$ cat src/rtl/mem_bus_arbiter_pkg.sv
// Shared types for the two-port memory bus arbiter.
// Field widths here bound the ADDR_W/DATA_W that the arbiter supports.
package mem_bus_arbiter_pkg;

  localparam int MEMREQ_ADDR_W = 32;
  localparam int MEMREQ_DATA_W = 32;
  localparam int MEMREQ_STRB_W = MEMREQ_DATA_W / 8;

  localparam logic MEMREQ_READ  = 1'b0;
  localparam logic MEMREQ_WRITE = 1'b1;

  typedef enum logic {
    ARB_IDLE = 1'b0,
    ARB_WAIT = 1'b1
  } arb_state_t;

  typedef struct packed {
    logic                     mode;
    logic [MEMREQ_ADDR_W-1:0] addr;
    logic [MEMREQ_DATA_W-1:0] wdata;
    logic [MEMREQ_STRB_W-1:0] wstrb;
  } memreq_t;

  // Round-robin pick: a lone pending port wins, a tie goes to the port not granted last.
  function automatic logic pick_port(input logic pend0, input logic pend1, input logic last_grant);
    if (pend0 && pend1) begin
      return ~last_grant;
    end
    return pend1;
  endfunction

endpackage

$ cat src/rtl/mem_bus_arbiter_req_slot.sv
// One requester slot: latches a request pulse and holds it pending until the
// arbiter clears it on the routed response.
module mem_bus_arbiter_req_slot
  import mem_bus_arbiter_pkg::*;
(
  input  logic    clk,
  input  logic    rstn,
  input  logic    request_enable,
  input  memreq_t req,
  input  logic    clear,
  output logic    pend,
  output memreq_t slot
);

  logic    pend_reg;
  memreq_t slot_reg;

  always_ff @(posedge clk) begin
    if (!rstn) begin
      pend_reg <= 1'b0;
      slot_reg <= '0;
    end else if (clear) begin
      pend_reg <= 1'b0;
    end else if (request_enable && !pend_reg) begin
      // A pulse while already pending is a protocol violation and is dropped.
      pend_reg <= 1'b1;
      slot_reg <= req;
    end
  end

  assign pend = pend_reg;
  assign slot = slot_reg;

endmodule

$ cat src/rtl/mem_bus_arbiter.sv
// Two-requester round-robin arbiter for the core memory bus: fetch on port 0,
// mem stage on port 1, one outstanding bus transaction at a time.
module mem_bus_arbiter
  import mem_bus_arbiter_pkg::*;
#(
  parameter int ADDR_W = MEMREQ_ADDR_W,
  parameter int DATA_W = MEMREQ_DATA_W
) (
  input  logic                clk,
  input  logic                rstn,
  input  logic                s0_request_enable,
  input  logic                s0_mode,
  input  logic [ADDR_W-1:0]   s0_addr,
  input  logic [DATA_W-1:0]   s0_wdata,
  input  logic [DATA_W/8-1:0] s0_wstrb,
  output logic                s0_response_enable,
  output logic [DATA_W-1:0]   s0_data,
  input  logic                s1_request_enable,
  input  logic                s1_mode,
  input  logic [ADDR_W-1:0]   s1_addr,
  input  logic [DATA_W-1:0]   s1_wdata,
  input  logic [DATA_W/8-1:0] s1_wstrb,
  output logic                s1_response_enable,
  output logic [DATA_W-1:0]   s1_data,
  output logic                m_request_enable,
  output logic                m_mode,
  output logic [ADDR_W-1:0]   m_addr,
  output logic [DATA_W-1:0]   m_wdata,
  output logic [DATA_W/8-1:0] m_wstrb,
  input  logic                m_response_enable,
  input  logic [DATA_W-1:0]   m_data,
  output logic                busy
);

  memreq_t    req_in [2];
  memreq_t    slot   [2];
  logic [1:0] req_en;
  logic [1:0] pend;
  logic [1:0] clear;
  logic       grant;

  arb_state_t        state_reg;
  logic              owner_reg;
  logic              last_grant_reg;
  logic              m_req_reg;
  memreq_t           m_reg;
  logic [1:0]        s_resp_reg;
  logic [DATA_W-1:0] s_data_reg [2];

  assign req_in[0] = '{mode: s0_mode, addr: s0_addr, wdata: s0_wdata, wstrb: s0_wstrb};
  assign req_in[1] = '{mode: s1_mode, addr: s1_addr, wdata: s1_wdata, wstrb: s1_wstrb};
  assign req_en    = {s1_request_enable, s0_request_enable};

  genvar gi;
  generate
    for (gi = 0; gi < 2; gi++) begin : g_slot
      mem_bus_arbiter_req_slot u_slot (
        .clk            (clk),
        .rstn           (rstn),
        .request_enable (req_en[gi]),
        .req            (req_in[gi]),
        .clear          (clear[gi]),
        .pend           (pend[gi]),
        .slot           (slot[gi])
      );
      // The owner's slot frees in the same edge its response is routed.
      assign clear[gi] = (state_reg == ARB_WAIT) && m_response_enable && (owner_reg == gi[0]);
    end
  endgenerate

  assign grant = pick_port(pend[0], pend[1], last_grant_reg);

  always_ff @(posedge clk) begin
    if (!rstn) begin
      state_reg      <= ARB_IDLE;
      owner_reg      <= 1'b0;
      last_grant_reg <= 1'b1;
      m_req_reg      <= 1'b0;
      m_reg          <= '0;
      s_resp_reg     <= 2'b00;
      s_data_reg[0]  <= '0;
      s_data_reg[1]  <= '0;
    end else begin
      m_req_reg  <= 1'b0;
      s_resp_reg <= 2'b00;
      case (state_reg)
        ARB_IDLE: begin
          // A response arriving here is stale and deliberately ignored.
          if (|pend) begin
            m_reg          <= slot[grant];
            m_req_reg      <= 1'b1;
            owner_reg      <= grant;
            last_grant_reg <= grant;
            state_reg      <= ARB_WAIT;
          end
        end
        ARB_WAIT: begin
          if (m_response_enable) begin
            s_resp_reg[owner_reg] <= 1'b1;
            s_data_reg[owner_reg] <= m_data;
            state_reg             <= ARB_IDLE;
          end
        end
        default: state_reg <= ARB_IDLE;
      endcase
    end
  end

  assign m_request_enable   = m_req_reg;
  assign m_mode             = m_reg.mode;
  assign m_addr             = m_reg.addr;
  assign m_wdata            = m_reg.wdata;
  assign m_wstrb            = m_reg.wstrb;
  assign s0_response_enable = s_resp_reg[0];
  assign s1_response_enable = s_resp_reg[1];
  assign s0_data            = s_data_reg[0];
  assign s1_data            = s_data_reg[1];
  assign busy               = (state_reg == ARB_WAIT);

endmodule

$ cat config.mk
export PLATFORM = sky130hd
export DESIGN_NAME = mem_bus_arbiter
export DESIGN_NICKNAME = d
export VERILOG_FILES = /design/src/rtl/mem_bus_arbiter_pkg.sv /design/src/rtl/mem_bus_arbiter_req_slot.sv /design/src/rtl/mem_bus_arbiter.sv
export SDC_FILE = /design/constraint.sdc
export NUM_CORES = 1
export LEC_CHECK = 0
export CORE_MARGIN = 2
export CORE_UTILIZATION = 43
export DETAILED_ROUTE_END_ITERATION = 10
export GPL_ROUTABILITY_DRIVEN = 0
export PLACE_DENSITY = 0.72
export SETUP_SLACK_MARGIN = 0.5
export SKIP_LAST_GASP = 1
export SLEW_MARGIN = 25
export SYNTH_ARGS = -nofsm -noshare
export SYNTH_HDL_FRONTEND = slang
export SYNTH_SLANG_ARGS = --single-unit
$ cat constraint.sdc
create_clock -name clk -period 3.5 [get_ports clk]
set_input_delay 0.7 -clock clk [delete_from_list [all_inputs] [get_ports clk]]
set_output_delay 0.7 -clock clk [all_outputs]
set_load 0.01 [all_outputs]
Word-level counts from Yosys, hierarchy flattened
Memory sizes are Yosys's and may differ from the RTL's.
Cells that the tools add are included.

word-level totals
  bits in registers = 215
  bits in latches = 0
  memory bits (writable) = 64
  memory bits (read-only) = 0
  output and inout port bits = 137
  logic and storage cells = 67
  memories kept = 1

memories
  memory      depth  width  rd ports  clocked after memory_dff  wr ports  line                   RTL
  s_data_reg  2      32     2         0                         2         mem_bus_arbiter.sv:48  logic [DATA_W-1:0] s_data_reg [2];

operators by class
  $add $sub $neg = 0
  $mul = 0
  div/mod/pow operators = 0
  $lt $le $gt $ge = 3
  equality and inequality tests = 0
  shift-type cells = 0
  mux-type cells = 19
  bitwise gates (word level) = 7
  reduce and logical (&&, ||, !) cells = 18

operators with widths
  cell                                                                           count
  69-bit two-way mux                                                             3
  32-bit two-way mux                                                             1
  32-bit OR reduction                                                            1
  1-bit two-way mux                                                              13
  2-bit OR reduction                                                             4
  1-bit logical AND                                                              7
  1-bit inverter                                                                 6
  2-bit AND reduction                                                            3
  3-bit AND reduction                                                            1
  2-bit greater-or-equal comparator (second input constant)                      1
  1-bit logical NOT                                                              2
  1-bit by 2-bit less-than comparator with 1-bit output (second input constant)  1
  1-bit inverter with 2-bit output                                               1
  1-bit one-hot mux with 2 select lines                                          1
  1-bit demux with 1-bit select                                                  1
  1-bit greater-or-equal comparator (second input constant)                      1

Depth between registers and ports, before layout
Gate-level depths: netlist of the first run.

  depth in word-level cells = 7
  mapped depth = 7
  gate-level depth less buffers = 3

Modules after synthesis
From an unflattened synthesis of the first run, not the netlist that was laid out.

second synthesis, totals
  cells, all modules = 1149
  area, all modules = 11031.8 um^2

by module, submodules not included
  module                    instances  cells an instance  area an instance (um^2)
  mem_bus_arbiter_req_slot  2          303                2786.4
  mem_bus_arbiter           1          543                5459.0

Least setup slack after synthesis of the first run
OpenSTA, ideal clock, no wires.

  kind = input port to flip-flop
  start point = input m_response_enable
  end point = memory s_data_reg[0][0] (netlist name) (enable)
  library setup time = 0.468 ns
  arrival time = 3.094 ns
  slack = -0.062 ns
  stages on the path = 2
  path through = nand2_1 o21ai_0

RTL lines
  element             line                   RTL
  start: declaration  mem_bus_arbiter.sv:30  input logic m_response_enable,
  end: declaration    mem_bus_arbiter.sv:48

Worst setup path in the final report of the first run
  start point = register state_reg, in the netlist busy
  end point = output busy

RTL lines
  element                   line                    RTL
  start: declaration        mem_bus_arbiter.sv:42   arb_state_t state_reg;
  start signal: assignment  mem_bus_arbiter.sv:75   state_reg <= ARB_IDLE;
  start signal: assignment  mem_bus_arbiter.sv:94   state_reg <= ARB_WAIT;
  start signal: assignment  mem_bus_arbiter.sv:101  state_reg <= ARB_IDLE;
  end: declaration          mem_bus_arbiter.sv:32   output logic busy

No word-level cell between the ends.

==> results by group, run 1 <==
Outcome
  – Status: complete, no violations

Clock network
  – H-tree levels: 1
  – Clock sink count: approximately 280
  – CTS tree: yes
  – # Post-CTS Setup Buffers: 0
  – Clk buf depth: 3
  – Worst skew pair latency: 530 ps
  – CTS clk-pin slew, worst paths: roughly 60 ps
  – Hold Buf Count CTS: 0
  – CTS root buffer: clkbuf_16
  – CTS resizes: 0
  – Num CTS Buffers: 28

Global route
  – GRT overflow: 0
  – First-pass GRT wire length: 44800 microns
  – Initial antenna violation count: 2
  – GRT Overall Usage: between 20% and 30%
  – Number of global-route vias before repair: 8605
  – Largest net degree at the start of global routing: around 150

STA
  – Top achievable clock speed: slightly above 0.4 GHz
  – Max-slew violation count: 0
  – Relative slew margins: between 40% and 50%
  – Worst-Margin Slew: approximately 900 ps
  – Slack of the critical path: between 1000 and 1500 ps
  – Setup TNS Final: 0 ps
  – Post-route minimum period: between 2000 and 2500 ps
  – Final Cycle Share: 68.8%
  – Final setup violation count: 0
  – Clock skew: roughly 5.3 ps
  – Fin. Hold Viols: 0
  – RSZ-0062 raised after global routing: false
  – WHS: between 400 and 500 ps

Worst setup path
  – Worst setup EP type: primary output
  – CP max FO: 10
  – CP peak stage delay: 630 ps
  – CP top delay family: buffers and inverters
  – CP Cell Sequence: clkdlybuf4s50_1
  – Crit path buf inv count: 1
  – Startpoint Class: register
  – Worst Path Required: around 2800 ps
  – WP data arrival: approximately 1700 ps
  – Crit path launch: busy
  – Worst path slowest cell: clkdlybuf4s50_1
  – Worst setup path category: reg -> out
  – Worst r2r src: g_slot[0].u_slot.pend

Cells and area
  – NumNets Final: roughly 1600
  – Fill cells: 2174
  – Sequential Area: a little over 6000 sq um
  – Area grow syn2layout: 38.3%
  – Largest register FFs: ~140
  – Multi-input logic area: between 4000 and 5000 sq um
  – Share of cells above drive strength 1: approximately 4.3%

Logic synthesis
  – Post-Synth Simple-Gate Area: between 15 and 20%
  – Cell area after synthesis: around 11000 sq um
  – Synth area leaders: dfxtp_1 (39%), edfxtp_1 (18%), nand2_1 (14%)
  – Flops & latches, synth: 279
  – Adder-Cell Fraction of Synth Area: 0%
  – Seq/Total Area, Yosys: a little under three fifths
  – Syn nets: 1327
  – Distinct cells, synth: 24
  – Post-synth top area share: between 30% and 40%
  – Post-Syn Area per Cell: 9.49 sq um
  – Synth Area in Compound Gates: roughly 7.7%
  – Multiplexer share of the synthesized area: 12.6%
  – Xor/xnor share of the synthesized area: 0%
  – Largest area contributor in the netlist: dfxtp_1
  – Post-synthesis instance total: between 1000 and 1500
  – Largest family of logic cells by synthesized area: simple AND/OR/NAND/NOR gates
  – Syn. warnings: 0

Power and ir drop
  – PD cells: 512 nW/um^2
  – Leak: between 5 and 6 nW
  – Net Sw Frac: around 25%
  – Clk pwr share: between 30% and 40%
  – Logic pwr share: roughly 15%
  – Reg power frac: between 40 and 50%
  – Int Power: 5.85 mW
  – Sw power: between 1.5 and 2 mW
  – VDD IR max: 0.322 mV

Floorplan
  – Die X: 163 microns
  – # IOs: 312
  – Die Area: about 27000 sq um
  – Starting Density: a little over two fifths
  – FP Rows: 58
  – Core Region: 25100 sq um
  – Die Ht: about 160 microns

Detailed routing
  – Pre-antenna DRT Iters: 5
  – Drt via density: about 5.0
  – Initial DRC count: a little over 700
  – DR vias: 8841
  – Residual DRC: 0
  – Routed wire length: 28600 microns
  – Final ANT Viol Nets: 0
  – Routed len/inst: 16.2 microns

Placement
  – Buffers on Ports: 311
  – Dpl hpwl: roughly 18000 microns
  – Pre-CTS setup slack: between 1000 and 1500 ps

Worst hold path
  – HP Start: g_slot[1].u_slot.slot[55]
  – Worst Hold Class: reg -> reg

Run
  – MaxCap Viol Count: 0
==> per-layer routing <==
metal / vias up / routed length, microns / global-route usage, % / share of wire, %
met5: - / 0 / 0 / 0
met4: 0 / 836 / 7.06 / 2.9
met3: 49 / 2280 / 4.47 / 8.0
met2: 347 / 13600 / 35.3 / 48
met1: 4075 / 11800 / 26.4 / 41
li1: 4370 / - / - / -
==> metrics by stage <==
step,cells,cell area [sq um],power [mW],util (%)
2_1_floorplan,1152,10900,4.31,-
3_3_place_gp,1715,14200,4.93,56.7
3_5_place_dp,1715,14200,4.95,56.7
4_1_cts,1767,15100,7.84,60.2
5_1_grt,1768,15100,8.10,60.2
6_report,1769,15100,7.75,60.2
==> worst paths after layout <==
kind                          endpoint  slack [ps]  cells past startpoint
min reg2reg  g_slot[1].u_slot.slot[55]         450                      2
max                               busy        1090                      1
max reg2reg                 m_addr[15]        1480                      4
min          g_slot[1].u_slot.slot[55]         450                      2
==> layout by cell type, fill, tap and decap left out, types with 6 or more instances in the layout <==
cell type | synthesis | routed
mux2i_1 | 138 | 138
a31oi_1 | 69 | 69
edfxtp_1 | 64 | 64
clkdlybuf4s50_1 | 0 | 310
clkbuf_16 | 0 | 29
clkbuf_8 | 0 | 7
buf_4 | 7 | 10
o21ai_0 | 70 | 69
dfxtp_1 | 215 | 215
clkbuf_1 | 54 | 12
nor2_1 | 6 | 6
nand2_1 | 418 | 418
and2_1 | 66 | 66
==> cell usage after synthesis <==
| master | n |
|---|---|
| nor2b_1 | 1 |
| a21boi_2 | 1 |
| edfxtp_1 | 64 |
| mux2i_1 | 138 |
| buf_6 | 4 |
| nand3_1 | 2 |
| a31oi_1 | 69 |
| buf_1 | 3 |
| o22ai_1 | 2 |
| o311a_1 | 1 |
| and3b_1 | 1 |
| a311oi_1 | 1 |
| inv_1 | 2 |
| buf_2 | 24 |
| a21bo_1 | 1 |
| buf_8 | 1 |
| and2_1 | 66 |
| nand2_1 | 418 |
| clkbuf_1 | 54 |
| o21ba_2 | 1 |
| o21ai_0 | 70 |
| nor2_1 | 6 |
| buf_4 | 7 |
| dfxtp_1 | 215 |
==> power groups by stage <==
stage               Sequential (mW)  Combinational [mW]  Clock (mW)
global placement               3.75                1.18           0
finish                         3.69                1.19        2.87
CTS                            3.69                1.21        2.94
detailed placement             3.76                1.20           0
floorplan                      3.79               0.523           0
global route                   3.72                1.30        3.08
==> kinds of logic after synthesis <==
family,count (synthesis)
buffers and inverters,95
DFF,279
and+or+nand+nor,494
muxes,138
AOI/OAI and AO/OA,146
==> cell type report <==
cell class / count / share of cell area (%)
diodes: 2 / 0.0331
clock buffers: 49 / 5.77
well taps: 330 / 2.73
flip-flops and latches: 279 / 41.2
clock inverters: 3 / 0.0993
multi-input cells: 778 / 28.4
repair buffers: 326 / 21.8
inverters: 2 / 0.0496
No activity file was read; power rests on OpenSTA's default activity.
==> run 2: changes to the inputs <==
Settings changed: CORE_UTILIZATION 43 to 48, PLACE_DENSITY 0.72 to 0.76.
Clock period 3.5 ns to 2.4 ns, I/O delays scaled along.
==> run 2 against run 1 <==
Compared with the run above: wire length up 2.4%; final cell count down 2.1%; register-to-register slack worse by 830 ps; count of clock-buffer cells in the layout down 5; sequential cell count unchanged; setup slack worse by 570 ps; non-clock buffer count up 6; critical endpoint is now s0_data[26]; largest cell class unchanged; largest power group unchanged.
==> results by group, run 2 (synthesized netlist as in run 1, its figures left out) <==
Floorplan
  – Starting Density: between 40 and 50%
  – Core Region: about 23000 sq um
  – Die Area: 24000 sq um
  – # IOs: roughly 310
  – FP Rows: 55
  – Die Ht: 155 microns
  – Die X: ~150 microns

Detailed routing
  – Routed wl met3: between 1500 and 2000 microns
  – Max layer used: met5
  – Routed len/inst: around 17 microns
  – Residual DRC: 0
  – Initial DRC count: ~560
  – Pre-antenna DRT Iters: 5
  – Routed wire length: roughly 29000 microns
  – DRT met1 WL: 12600 microns
  – Drt via density: slightly above 5
  – Metal2 WL: 14200 microns
  – Final ANT Viol Nets: 0
  – DR vias: around 9000

Global route
  – First-pass GRT wire length: between 40000 and 50000 microns
  – Number of global-route vias before repair: 8622
  – Initial antenna violation count: 3
  – Largest net degree at the start of global routing: roughly 140
  – GRT Overall Usage: a little under a quarter
  – GRT overflow: 0

STA
  – Max-slew violation count: 0
  – Clock skew: about 14 ps
  – Post-route minimum period: 1870 ps
  – Worst-Margin Slew: between 600 and 700 ps
  – Fin. Hold Viols: 0
  – Final setup violation count: 0
  – Top achievable clock speed: ~0.53 GHz
  – Relative slew margins: 58.9%
  – Final Cycle Share: between 70 and 80%
  – Setup TNS Final: 0 ps
  – RSZ-0062 raised after global routing: false
  – WHS: around 320 ps

Cells and area
  – Largest register FFs: 138
  – Fill cells: roughly 1800
  – Area grow syn2layout: 39.7%
  – Share of cells above drive strength 1: between 5 and 6%
  – Multi-input logic area: 4310 sq um
  – Sequential Area: roughly 6200 sq um
  – NumNets Final: between 1500 and 2000
  – Most frequent cells in the layout: nand2_1 (417), dfxtp_1 (214), clkdlybuf4s50_1 (189)
  – Fin util: just under 70%
  – Commonest non-fill, non-tap cell in the layout: nand2_1

Worst setup path
  – Crit path launch: s_data_reg[0][26]
  – WP data arrival: roughly 1400 ps
  – Worst path slowest cell: clkdlybuf4s50_1
  – Worst r2r src: g_slot[0].u_slot.pend
  – CP top delay family: buffers and inverters
  – Worst setup path category: reg -> out
  – CP peak stage delay: between 500 and 600 ps
  – CP max FO: 1
  – Worst reg2reg path endpoint: m_addr[25]
  – Worst Path Required: approximately 1900 ps
  – Setup slack, reg-to-reg: around 650 ps
  – CP Cell Sequence: clkdlybuf4s50_1
  – Startpoint Class: register
  – Crit path buf inv count: 1
  – Worst Reg-to-Reg Cells: 4
  – Worst setup EP type: primary output

Placement
  – Buffers on Ports: 311
  – Dpl hpwl: about 19000 microns

Clock network
  – CTS clk-pin slew, worst paths: approximately 60 ps
  – Num CTS Buffers: 29
  – CTS root buffer: clkbuf_16
  – H-tree levels: 1
  – Worst skew pair latency: about 530 ps
  – Clock sink count: between 200 and 300
  – Clk buf depth: 3
  – CTS tree: yes
  – # Post-CTS Setup Buffers: 0

Power and ir drop
  – VDD IR max: approximately 0.46 mV
  – Leak: about 6.6 nW
  – PD cells: 746 nW/um^2

Worst hold path
  – Worst Hold Class: in -> reg
  – Hold depth: 3
  – Worst Hold End: g_slot[0].u_slot.slot[53]
  – HP Start: rstn

Run
  – MaxCap Viol Count: 0

Outcome
  – Status: complete, no violations
## run 2: final cells by class
| type | instances | share of cell area [%] |
|---|---|---|
| clock buffer | 44 | 5.58 |
| tap | 285 | 2.33 |
| antenna | 1 | 0.0164 |
| inverter | 2 | 0.0492 |
| timing repair buffer | 332 | 22.6 |
| clock inverter | 9 | 0.442 |
| multi-input combinational | 779 | 28.2 |
| sequential | 279 | 40.8 |
## run 2: power breakdown
part	internal, mW	switching, mW
Combinational	0.841	0.868
Clock	2.54	1.78
Sequential	5.18	0.189
## run 2: metal layers
layer | up-vias | track usage [%]
met2 | 288 | 39.7
met1 | 4112 | 29.8
met4 | 4 | 6.22
li1 | 4392 | -
met5 | - | 0
met3 | 42 | 4.37
## run 2: stage by stage
stage,instances,cell area [sq um],setup slack [ps],total power [mW]
5_1_grt,1731,15300,501,11.8
6_report,1731,15300,526,11.4
3_3_place_gp,1676,14300,299,7.24
2_1_floorplan,1152,10900,513,6.29
3_5_place_dp,1676,14300,265,7.28
4_1_cts,1729,15200,500,11.5
## run 2: repair_timing
item,CTS,global route
hold buffers,0,0
gates resized for setup,80,44
cloned,0,1
pin swaps,0,0
setup endpoints to repair,79,58
## run 2: worst max path at each step
stage,endpoint,depth (start not counted),slack [ps]
after detailed placement,g_slot[1].u_slot.slot[57],5,270
after global placement,g_slot[1].u_slot.slot[52],5,300
after global routing,s1_data[14],1,500
after floorplan,s_data_reg[0][0],3,510
final,s0_data[26],1,530
after CTS,s0_data[26],1,500
==> run 3: changes to the inputs <==
Clock period 2.4 ns to 1.8 ns, I/O delays scaled along.
==> run 3 against run 2 <==
Compared with the run above: design area rose by 14%; register-to-register slack lost 380 ps; critical endpoint is now m_addr[17]; non-clock buffer count grew 115; core utilization up 9.5 points; setup slack worse by 260 ps; die area did not move; worst hold slack got worse by 130 ps; first-iteration DRC count is 29% higher; sequential power grew 36%; global-route usage rose by 3.1 points.
==> results by group, run 3 (synthesized netlist as in run 1, its figures left out) <==
Detailed routing
  – Routed wire length: between 30000 and 40000 microns
  – Initial DRC count: between 700 and 800
  – DR vias: slightly above 10000
  – Drt via density: roughly 5.5
  – Final ANT Viol Nets: 0
  – Routed len/inst: 21.1 microns
  – Pre-antenna DRT Iters: 8
  – Residual DRC: 0

Worst setup path
  – Worst Path Required: between 2000 and 2500 ps
  – Startpoint Class: register
  – Worst setup path category: reg -> reg
  – CP Cell Sequence: buf_6 -> o21ba_4 -> buf_12 -> buf_12 -> buf_16 -> o21ai_1 -> a31oi_1
  – Worst setup EP type: register
  – CP max FO: 5
  – Worst path slowest cell: dfxtp_4
  – CP peak stage delay: 370 ps
  – WP data arrival: between 1500 and 2000 ps
  – Cell mode on critical path: buf_12

Cells and area
  – Area grow syn2layout: 59.2%
  – NumNets Final: 1712
  – Largest register FFs: approximately 140
  – Most frequent cells in the layout: nand2_1 (416), clkdlybuf4s50_1 (172), dfxtp_1 (141)
  – Share of cells above drive strength 1: between 30% and 40%
  – Fin util: just under 80%
  – Commonest non-fill, non-tap cell in the layout: nand2_1

Run
  – MaxCap Viol Count: 0

Clock network
  – H-tree levels: 1
  – CTS clk-pin slew, worst paths: about 70 ps
  – Num CTS Buffers: 29
  – CTS tree: yes
  – Clock sink count: 279
  – CTS root buffer: clkbuf_16
  – Worst skew pair latency: about 550 ps
  – Clk buf depth: 3

Floorplan
  – Die X: 155 microns
  – # IOs: 312
  – Starting Density: 48.6%
  – Core Region: about 23000 sq um
  – Die Ht: 155 microns
  – FP Rows: 55
  – Die Area: between 20000 and 25000 sq um

Power and ir drop
  – Total Power: between 15 and 20 mW
  – PD cells: 998 nW/um^2
  – VDD IR max: about 0.77 mV
  – Leak: 7.12 nW

STA
  – RSZ-0062 raised after global routing: true
  – Worst-Margin Slew: just over 400 ps
  – Final setup violation count: 0
  – Fin. Hold Viols: 0
  – Post-route minimum period: around 1500 ps
  – Top achievable clock speed: ~0.65 GHz
  – WHS: 185 ps
  – Max-slew violation count: 0
  – Relative slew margins: 72.6%
  – Setup TNS Final: 0 ps
  – Final Cycle Share: 85.0%
  – Clock skew: 18.2 ps

Placement
  – Dpl hpwl: 19300 microns
  – Buffers on Ports: between 300 and 400

Worst hold path
  – Worst Hold Class: in -> reg

Global route
  – GRT overflow: 0
  – Initial antenna violation count: 1
  – Number of global-route vias before repair: 9278
  – First-pass GRT wire length: about 50000 microns
  – Largest net degree at the start of global routing: between 80 and 90
  – GRT Overall Usage: a little over a quarter

Outcome
  – Status: complete, no violations
-- run 3: changes by cell type in the layout (fill, tap and decap cells not counted), sizes merged --
| cell | before | now |
|---|---|---|
| clkbuf | 45 | 54 |
| buf | 22 | 251 |
| clkdlybuf4s50 | 189 | 172 |
| dlymetal6s2s | 42 | 1 |
| clkinvlp | 0 | 3 |
| o21ba | 2 | 1 |
| clkinv | 8 | 12 |
| dlygate4sd2 | 78 | 0 |
| inv | 2 | 3 |
| diode | 1 | 2 |
| bufinv | 1 | 4 |
| bufbuf | 0 | 2 |
-- run 3: layer usage --
| layer | routed length (microns) | global-route usage, % | up-vias | part of all wire, % |
|---|---|---|---|---|
| met5 | 0 | 0 | - | 0 |
| li1 | - | - | 4624 | - |
| met3 | 3310 | 4.79 | 150 | 8.5 |
| met4 | 1800 | 11.2 | 0 | 4.6 |
| met2 | 18700 | 43.3 | 555 | 48 |
| met1 | 15200 | 33.6 | 4837 | 39 |
-- run 3: path summary, 6_finish.rpt --
kind | from | to | slack (ps) | cells after the start
min reg2reg | g_slot[1].u_slot.slot[63] | g_slot[1].u_slot.slot[63] | 460 | 2
max reg2reg | busy | m_addr[17] | 270 | 7
min | rstn | m_addr[18] | 190 | 3
max | busy | m_addr[17] | 270 | 7
-- run 3: timing repair --
item / 4_1_cts / 5_1_grt
hold buffers: 0 / 0
setup endpoints to repair: 363 / 441
pin swaps: 1 / 1
gates resized for setup: 709 / 175
gates cloned: 12 / 26
setup buffers: 11 / 55
-- run 3: layout make-up --
type                       count  area, sq um
sequential                   279         6340
fill                        1386         5090
timing repair buffer         447         4980
multi-input combinational    778         4700
clock buffer                  33          803
tap                          285          357
clock inverter                20          210
inverter                       2         10.0
antenna                        2         5.00
-- run 3: worst max-delay path, delay by kind of cell (launching register included) --
kind,cells,cell delay [ps]
buffers and inverters,4,480
flip-flops,1,370
AO/OA/AOI/OAI,3,580
-- run 3: per-stage QoR --
step	instances	area [sq um]	setup WS [ps]
6_report	1846	17400	270
5_1_grt	1844	17400	207
4_1_cts	1763	15800	315
3_5_place_dp	1687	14500	-174
3_3_place_gp	1687	14500	-98.1
2_1_floorplan	1152	11000	284
-- run 3: where the power goes --
group          internal [mW]  switching [mW]  total (mW)
registers               6.95           0.335        7.28
clock network           3.78            2.57        6.35
logic                   2.05            1.69        3.74
total                   12.8            4.59        17.4
